==> config.mk <==
export PLATFORM = sky130hd
export DESIGN_NAME = stopwatch_ctrl_flat
export DESIGN_NICKNAME = d
export VERILOG_FILES = /design/src/rtl/stopwatch_ctrl_pkg.sv /design/src/rtl/stopwatch_ctrl_if.sv /design/src/rtl/stopwatch_ctrl_bcd_digit.sv /design/src/rtl/stopwatch_ctrl.sv /design/src/flat_wrapper.sv
export SDC_FILE = /design/constraint.sdc
export NUM_CORES = 1
export LEC_CHECK = 0
export ABC_AREA = 1
export BUFFER_PORTS_ARGS = -buffer_cell sky130_fd_sc_hd__buf_2
export CAP_MARGIN = 15
export CORE_MARGIN = 10
export CORE_UTILIZATION = 50
export CTS_CLUSTER_DIAMETER = 60
export DETAILED_ROUTE_END_ITERATION = 8
export GPL_ROUTABILITY_DRIVEN = 0
export PLACE_DENSITY = 0.69
export SLEW_MARGIN = 5
export SYNTH_ARGS = -nofsm -noshare
export SYNTH_HDL_FRONTEND = slang
export SYNTH_HIERARCHICAL = 1
export SYNTH_SLANG_ARGS = --single-unit
==> constraint.sdc <==
create_clock -name clk -period 5 [get_ports clk]
set_input_delay 1.25 -clock clk [delete_from_list [all_inputs] [get_ports clk]]
set_output_delay 1.25 -clock clk [all_outputs]
set_load 0.01 [all_outputs]
==> src/rtl/stopwatch_ctrl_pkg.sv <==
// Shared definitions for the stopwatch controller: state encoding, BCD digit
// limits, default timing and the packed display time layout.
package stopwatch_defs;

  typedef enum logic [1:0] {
    ST_IDLE  = 2'd0,
    ST_RUN   = 2'd1,
    ST_PAUSE = 2'd2,
    ST_LAP   = 2'd3
  } sw_state_e;

  localparam logic [3:0] BCD_LIMIT_UNITS = 4'd9;
  localparam logic [3:0] BCD_LIMIT_TENS6 = 4'd5;

  localparam int DEFAULT_CLK_PER_MS = 50000;
  localparam int DEFAULT_MIN_MAX    = 59;

  typedef struct packed {
    logic [11:0] ms;
    logic [7:0]  sec;
    logic [7:0]  min;
  } sw_time_t;

  // Two-digit BCD image of a binary value (0..99), used for the minute wrap compare.
  function automatic logic [7:0] to_bcd2(input int unsigned v);
    logic [7:0] r;
    r[7:4] = 4'((v / 10) % 10);
    r[3:0] = 4'(v % 10);
    return r;
  endfunction

endpackage

==> src/rtl/stopwatch_ctrl_if.sv <==
// Button/display bundle between the debounced buttons, the controller and the
// 7-segment driver; state_dbg exposes the controller FSM state.
interface stopwatch_ctrl_if;
  import stopwatch_defs::*;

  // Buttons are single-cycle pulses sampled on posedge clk; there is no
  // back-pressure, a pulse is either acted on or ignored in the cycle it is seen.
  logic        btn_start;
  logic        btn_lap;
  logic        btn_clear;
  logic [11:0] disp_ms;
  logic [7:0]  disp_sec;
  logic [7:0]  disp_min;
  logic        running;
  logic        lap_hold;
  logic        tick_1s;
  logic        ovf;
  sw_state_e   state_dbg;

  modport master (
    output btn_start, btn_lap, btn_clear,
    input  disp_ms, disp_sec, disp_min, running, lap_hold, tick_1s, ovf, state_dbg
  );

  modport slave (
    input  btn_start, btn_lap, btn_clear,
    output disp_ms, disp_sec, disp_min, running, lap_hold, tick_1s, ovf, state_dbg
  );

endinterface

==> src/rtl/stopwatch_ctrl_bcd_digit.sv <==
// One BCD digit of the time chain: counts 0..LIMIT on inc, carries out as it
// wraps back to 0; clr has priority over inc.
module bcd_digit
  import stopwatch_defs::*;
#(
  parameter logic [3:0] LIMIT = BCD_LIMIT_UNITS
) (
  input  logic       clk,
  input  logic       reset,
  input  logic       inc,
  input  logic       clr,
  output logic [3:0] value,
  output logic       carry
);

  logic [3:0] value_q;
  logic [3:0] value_d;
  logic       at_limit;

  assign at_limit = (value_q == LIMIT);
  assign carry    = inc && at_limit;
  assign value    = value_q;

  always_comb begin
    value_d = value_q;
    if (clr) begin
      value_d = 4'd0;
    end else if (inc) begin
      value_d = at_limit ? 4'd0 : value_q + 4'd1;
    end
  end

  always_ff @(posedge clk) begin
    if (reset) begin
      value_q <= 4'd0;
    end else begin
      value_q <= value_d;
    end
  end

endmodule

==> src/rtl/stopwatch_ctrl.sv <==
// Stopwatch controller: 1 ms prescaler, run/pause/lap FSM, BCD mm:ss.mmm chain
// with a lap snapshot that freezes the display.
module stopwatch_ctrl
  import stopwatch_defs::*;
#(
  parameter int CLK_PER_MS = DEFAULT_CLK_PER_MS,
  parameter int MIN_MAX    = DEFAULT_MIN_MAX
) (
  input  logic             clk,
  input  logic             reset,
  stopwatch_ctrl_if.slave  sw
);

  localparam int             PW          = (CLK_PER_MS > 2) ? $clog2(CLK_PER_MS) : 1;
  localparam logic [PW-1:0]  PRESC_LAST  = PW'(CLK_PER_MS - 1);
  localparam logic [7:0]     MIN_MAX_BCD = to_bcd2(MIN_MAX);

  sw_state_e     state_q;
  logic [PW-1:0] presc_q;
  logic [PW-1:0] presc_d;
  logic          running_q;
  logic          lap_hold_q;
  logic          tick_1s_q;
  logic          ovf_q;
  sw_time_t      snap_q;
  sw_time_t      live;

  logic          counting;
  logic          ms_tick;
  logic          clear_acc;
  logic          wrap;
  logic          dig_clr;
  logic [6:0]    dig_inc;
  logic [6:0]    dig_carry;
  logic [3:0]    ms0, ms1, ms2, sec0, sec1, min0, min1;

  assign counting  = (state_q == ST_RUN) || (state_q == ST_LAP);
  assign ms_tick   = counting && (presc_q == PRESC_LAST);
  assign clear_acc = (state_q == ST_PAUSE) && sw.btn_clear;

  // Past MIN_MAX:59.999 the whole chain restarts from zero; the min1 carry only
  // matters when MIN_MAX is 99, where the minute digits roll over by themselves.
  assign wrap    = (dig_carry[4] && ({min1, min0} == MIN_MAX_BCD)) || dig_carry[6];
  assign dig_clr = clear_acc || wrap;
  assign dig_inc = {dig_carry[5:0], ms_tick};

  bcd_digit #(.LIMIT(BCD_LIMIT_UNITS)) u_ms0 (
    .clk(clk), .reset(reset), .inc(dig_inc[0]), .clr(dig_clr), .value(ms0), .carry(dig_carry[0])
  );
  bcd_digit #(.LIMIT(BCD_LIMIT_UNITS)) u_ms1 (
    .clk(clk), .reset(reset), .inc(dig_inc[1]), .clr(dig_clr), .value(ms1), .carry(dig_carry[1])
  );
  bcd_digit #(.LIMIT(BCD_LIMIT_UNITS)) u_ms2 (
    .clk(clk), .reset(reset), .inc(dig_inc[2]), .clr(dig_clr), .value(ms2), .carry(dig_carry[2])
  );
  bcd_digit #(.LIMIT(BCD_LIMIT_UNITS)) u_sec0 (
    .clk(clk), .reset(reset), .inc(dig_inc[3]), .clr(dig_clr), .value(sec0), .carry(dig_carry[3])
  );
  bcd_digit #(.LIMIT(BCD_LIMIT_TENS6)) u_sec1 (
    .clk(clk), .reset(reset), .inc(dig_inc[4]), .clr(dig_clr), .value(sec1), .carry(dig_carry[4])
  );
  bcd_digit #(.LIMIT(BCD_LIMIT_UNITS)) u_min0 (
    .clk(clk), .reset(reset), .inc(dig_inc[5]), .clr(dig_clr), .value(min0), .carry(dig_carry[5])
  );
  bcd_digit #(.LIMIT(BCD_LIMIT_UNITS)) u_min1 (
    .clk(clk), .reset(reset), .inc(dig_inc[6]), .clr(dig_clr), .value(min1), .carry(dig_carry[6])
  );

  assign live = {ms2, ms1, ms0, sec1, sec0, min1, min0};

  // Pause keeps the partial millisecond so resuming does not lose time.
  always_comb begin
    presc_d = presc_q;
    if (clear_acc || ms_tick) begin
      presc_d = '0;
    end else if (counting) begin
      presc_d = presc_q + 1'b1;
    end
  end

  always_ff @(posedge clk) begin
    if (reset) begin
      state_q    <= ST_IDLE;
      presc_q    <= '0;
      running_q  <= 1'b0;
      lap_hold_q <= 1'b0;
      tick_1s_q  <= 1'b0;
      ovf_q      <= 1'b0;
      snap_q     <= '0;
    end else begin
      presc_q   <= presc_d;
      tick_1s_q <= dig_carry[2];
      if (clear_acc) begin
        ovf_q <= 1'b0;
      end else if (wrap) begin
        ovf_q <= 1'b1;
      end
      case (state_q)
        ST_IDLE: begin
          if (sw.btn_start) begin
            state_q   <= ST_RUN;
            running_q <= 1'b1;
          end
        end
        ST_RUN: begin
          if (sw.btn_start) begin
            state_q   <= ST_PAUSE;
            running_q <= 1'b0;
          end else if (sw.btn_lap) begin
            state_q    <= ST_LAP;
            lap_hold_q <= 1'b1;
            snap_q     <= live;
          end
        end
        ST_LAP: begin
          if (sw.btn_start) begin
            state_q    <= ST_PAUSE;
            running_q  <= 1'b0;
            lap_hold_q <= 1'b0;
          end else if (sw.btn_lap) begin
            state_q    <= ST_RUN;
            lap_hold_q <= 1'b0;
          end
        end
        ST_PAUSE: begin
          if (sw.btn_clear) begin
            state_q <= ST_IDLE;
            snap_q  <= '0;
          end else if (sw.btn_start) begin
            state_q   <= ST_RUN;
            running_q <= 1'b1;
          end
        end
      endcase
    end
  end

  assign sw.disp_ms   = lap_hold_q ? snap_q.ms  : live.ms;
  assign sw.disp_sec  = lap_hold_q ? snap_q.sec : live.sec;
  assign sw.disp_min  = lap_hold_q ? snap_q.min : live.min;
  assign sw.running   = running_q;
  assign sw.lap_hold  = lap_hold_q;
  assign sw.tick_1s   = tick_1s_q;
  assign sw.ovf       = ovf_q;
  assign sw.state_dbg = state_q;

endmodule

==> src/flat_wrapper.sv <==
// flat-port wrapper written by rule: the top's interface ports become plain ports
module stopwatch_ctrl_flat import stopwatch_defs::*;
#(
  parameter int CLK_PER_MS = DEFAULT_CLK_PER_MS,
  parameter int MIN_MAX    = DEFAULT_MIN_MAX
)
  (clk, reset, sw_btn_start, sw_btn_lap, sw_btn_clear, sw_disp_ms, sw_disp_sec, sw_disp_min, sw_running, sw_lap_hold, sw_tick_1s, sw_ovf, sw_state_dbg);
  stopwatch_ctrl_if sw_i ();
  input  logic clk;
  input  logic reset;
  input wire logic [$bits(sw_i.btn_start)-1:0] sw_btn_start;
  input wire logic [$bits(sw_i.btn_lap)-1:0] sw_btn_lap;
  input wire logic [$bits(sw_i.btn_clear)-1:0] sw_btn_clear;
  output wire logic [$bits(sw_i.disp_ms)-1:0] sw_disp_ms;
  output wire logic [$bits(sw_i.disp_sec)-1:0] sw_disp_sec;
  output wire logic [$bits(sw_i.disp_min)-1:0] sw_disp_min;
  output wire logic [$bits(sw_i.running)-1:0] sw_running;
  output wire logic [$bits(sw_i.lap_hold)-1:0] sw_lap_hold;
  output wire logic [$bits(sw_i.tick_1s)-1:0] sw_tick_1s;
  output wire logic [$bits(sw_i.ovf)-1:0] sw_ovf;
  output wire logic [$bits(sw_i.state_dbg)-1:0] sw_state_dbg;
  assign sw_i.btn_start = sw_btn_start;
  assign sw_i.btn_lap = sw_btn_lap;
  assign sw_i.btn_clear = sw_btn_clear;
  assign sw_disp_ms = sw_i.disp_ms;
  assign sw_disp_sec = sw_i.disp_sec;
  assign sw_disp_min = sw_i.disp_min;
  assign sw_running = sw_i.running;
  assign sw_lap_hold = sw_i.lap_hold;
  assign sw_tick_1s = sw_i.tick_1s;
  assign sw_ovf = sw_i.ovf;
  assign sw_state_dbg = sw_i.state_dbg;
  stopwatch_ctrl #(.CLK_PER_MS(CLK_PER_MS), .MIN_MAX(MIN_MAX)) u_core (.clk(clk), .reset(reset), .sw(sw_i));
endmodule
==> flow_summary.toml <==
[clock_network]
clock-sinks = 78
ctsHtreeMaxLevel = 3
root_buffer = "clkbuf_8"
cts_setup_buffers = 0
holdBufCountCts = 0
cts_made_buffers = 9
cts.path.max_buffers = 2
clk_latency_ns = 0.34
cts_tree = "done"
clkTransAtPathRegs_ns = 0.07
cts_resized = 0

[final_layout]
layout_common_cells = "83 x nand2_1, 78 x dfxtp_1, 66 x nor2_1, 57 x o21ai_0, 53 x inv_1"
drive_gt1_share_pct = 24.8
fin_util_pct = 57.0
syn_to_final_growth_pct = 10.3
fillers = 742
final_common_cell = "nand2_1"
nets = 582
diodes = 0
instances_no_fill = 682

[sta]
slew_headroom_pct = 35.4
timing.fmax_ghz = 0.230
worst_slack_ns = 0.657
fin_crit_sh_pct = 86.9
fin_skew_ns = 0.00815
min_period_ns = 4.34
hold_viol_final = 0
holdWs_ns = 0.490
setup_viol = 0
worst_pin_slew_ns = 0.965
tns_ns = 0
slew_viol_final = 0
rsz0062_at_grt = "no"

[critical_path]
required_ns = 5.24
timing.critical_path.mode_cell = "nand2_2"
crit_family = "simple AND/OR/NAND/NOR gates"
crit_buf_inv = 15
crit_fanout = 7
start_kind = "flip-flop"
cpPeakStageDelay_ns = 0.47
crit_path_top_delay_cell = "nand3_1"
crit_arrival_ns = 4.58
endpoint_kind = "flip-flop"
critPathKind = "reg -> reg"

[global_route]
grt_pass1_wl_mm = 15.6
grt-ovfl-total = 0
antenna_found_initial = 0
grt_pass1_vias = 3480
grt_usage_pct = 15.8
grt_max_degree = 57

[drt]
drt_wl_total_mm = 9.04
vias_per_cell = 5.18
ant_nets = 0
drt_iter0_drc = 135
wl_per_cell_um = 13.3
dr.pass1.iters = 4
route.detailed.drc = 0
vias = 3532

[synth]
ys_warn_count = 6
synth_top_area_share_pct = 39.1
yosys.area.top_type = "dfxtp_1"
postSynthAreaPerCell_um2 = 7.32
synth_area_leaders = "dfxtp_1 39%, nand2_1 7.8%, mux2_2 7.6%, o21ai_0 7.1%, nor2_1 6.2%"
synth_seq_area_share_pct = 39.1
ys_ff_latch = 78
netlist_instances = 545
mappedNetlistArea_um2 = 3990
ys_types = 27
syn_nets = 551

[run]
drv_cap = 0

[floorplanning]
initial_core_util_pct = 51.7
die_w_um = 109
rows = 32
die_y_um = 109
core_um2 = 7730
die_area_um2 = 12000
ioPinCount = 39

[pwr]
peakVddDrop_uv = 195
p_leak_uw = 0.00191
powerDensity_nw_per_um2 = 277

[placed_design]
io_buffers = 38
dpl.cell_count = 667
dp_slack_ns = 0.701
hpwl_mm = 6.37

[status]
status = "finished, final reports clean"

[min_path]
hp-class = "reg -> reg"
[layer usage]
layer	vias up	share of wire [%]	track usage (%)
met5	-	0	0
met4	0	0.46	5.48
met3	2	4.7	4.62
met2	53	47	26.1
met1	1640	48	19.3
li1	1837	-	-
[registers in the layout (all words and copies together) (netlist names)]
register             flops
u_core/presc_q          16
u_core/snap_q           28
u_core/sw.lap_hold       1
u_core/sw.ovf            1
u_core/sw.running        1
u_core/sw.state_dbg      2
u_core/sw.tick_1s        1
u_core/u_min0/value      4
u_core/u_min1/value      4
u_core/u_ms0/value       4
u_core/u_ms1/value       4
u_core/u_ms2/value       4
u_core/u_sec0/value      4
u_core/u_sec1/value      4
[cells by family (layout without fill, tap and decap cells)]
| kind of cell | after synthesis | in the layout | share of synthesized area [%] |
|---|---|---|---|
| xor gates and xnor gates | 5 | 5 | 1.10 |
| and+or+nand+nor | 221 | 221 | 26.1 |
| buffers and inverters | 88 | 123 | 9.47 |
| adders and majority gates | 1 | 1 | 0.313 |
| DFF | 78 | 78 | 39.1 |
| AOI/OAI and AO/OA | 125 | 125 | 16.3 |
| muxes | 27 | 27 | 7.62 |
[cell usage after synthesis, drive strengths merged]
| cell | instances |
|---|---|
| nor2 | 83 |
| inv | 68 |
| or2 | 1 |
| nand3b | 1 |
| ha | 1 |
| dfxtp | 78 |
| nand2 | 106 |
| nor3 | 3 |
| xnor2 | 1 |
| mux2 | 27 |
| nand4 | 9 |
| clkbuf | 7 |
| buf | 13 |
| a21oi | 53 |
| o21ai | 72 |
| nand3 | 18 |
| xor2 | 4 |
[per-stage QoR]
stage	total power, uW	area (um^2)
6_report	1220	4400
5_1_grt	1280	4400
4_1_cts	1240	4400
3_5_place_dp	742	4200
3_3_place_gp	739	4200
2_1_floorplan	723	3990
[final timing paths]
kind | from | endpoint | slack [ns] | cells past startpoint
max | u_core/presc_q[0]$_SDFFE_PP0N_ | u_core/u_sec1/value[0]$_SDFFE_PP0P_ | 0.66 | 38
min | u_core/presc_q[1]$_SDFFE_PP0N_ | u_core/presc_q[1]$_SDFFE_PP0N_ | 0.49 | 2
max reg2reg | u_core/presc_q[0]$_SDFFE_PP0N_ | u_core/u_sec1/value[0]$_SDFFE_PP0P_ | 0.66 | 38
min reg2reg | u_core/presc_q[1]$_SDFFE_PP0N_ | u_core/presc_q[1]$_SDFFE_PP0N_ | 0.49 | 2
[worst min-delay path: cells and delay by family (launching register included)]
kind | cells | cell delay (ns)
flops | 1 | 0.33
simple gates | 1 | 0.07
compound gates | 1 | 0.05
[power by group]
group / total (uW) / switching [uW] / internal, uW / leakage [uW]
logic: 81.2 / 57.0 / 24.3 / 0.00117
clock network: 494 / 217 / 276 / 0.000106
registers: 646 / 7.96 / 638 / 0.000631
total: 1220 / 282 / 938 / 0.00191
[cell type report]
| type | instances | area, um^2 | area share (%) |
|---|---|---|---|
| clock buffers | 10 | 128 | 2.90 |
| flip-flops and latches | 78 | 1560 | 35.5 |
| well taps | 102 | 128 | 2.90 |
| clock inverters | 5 | 75.1 | 1.70 |
| inverters | 68 | 255 | 5.80 |
| repair buffers | 40 | 205 | 4.66 |
| multi-input cells | 379 | 2050 | 46.6 |
No activity file was read; power rests on OpenSTA's default activity.
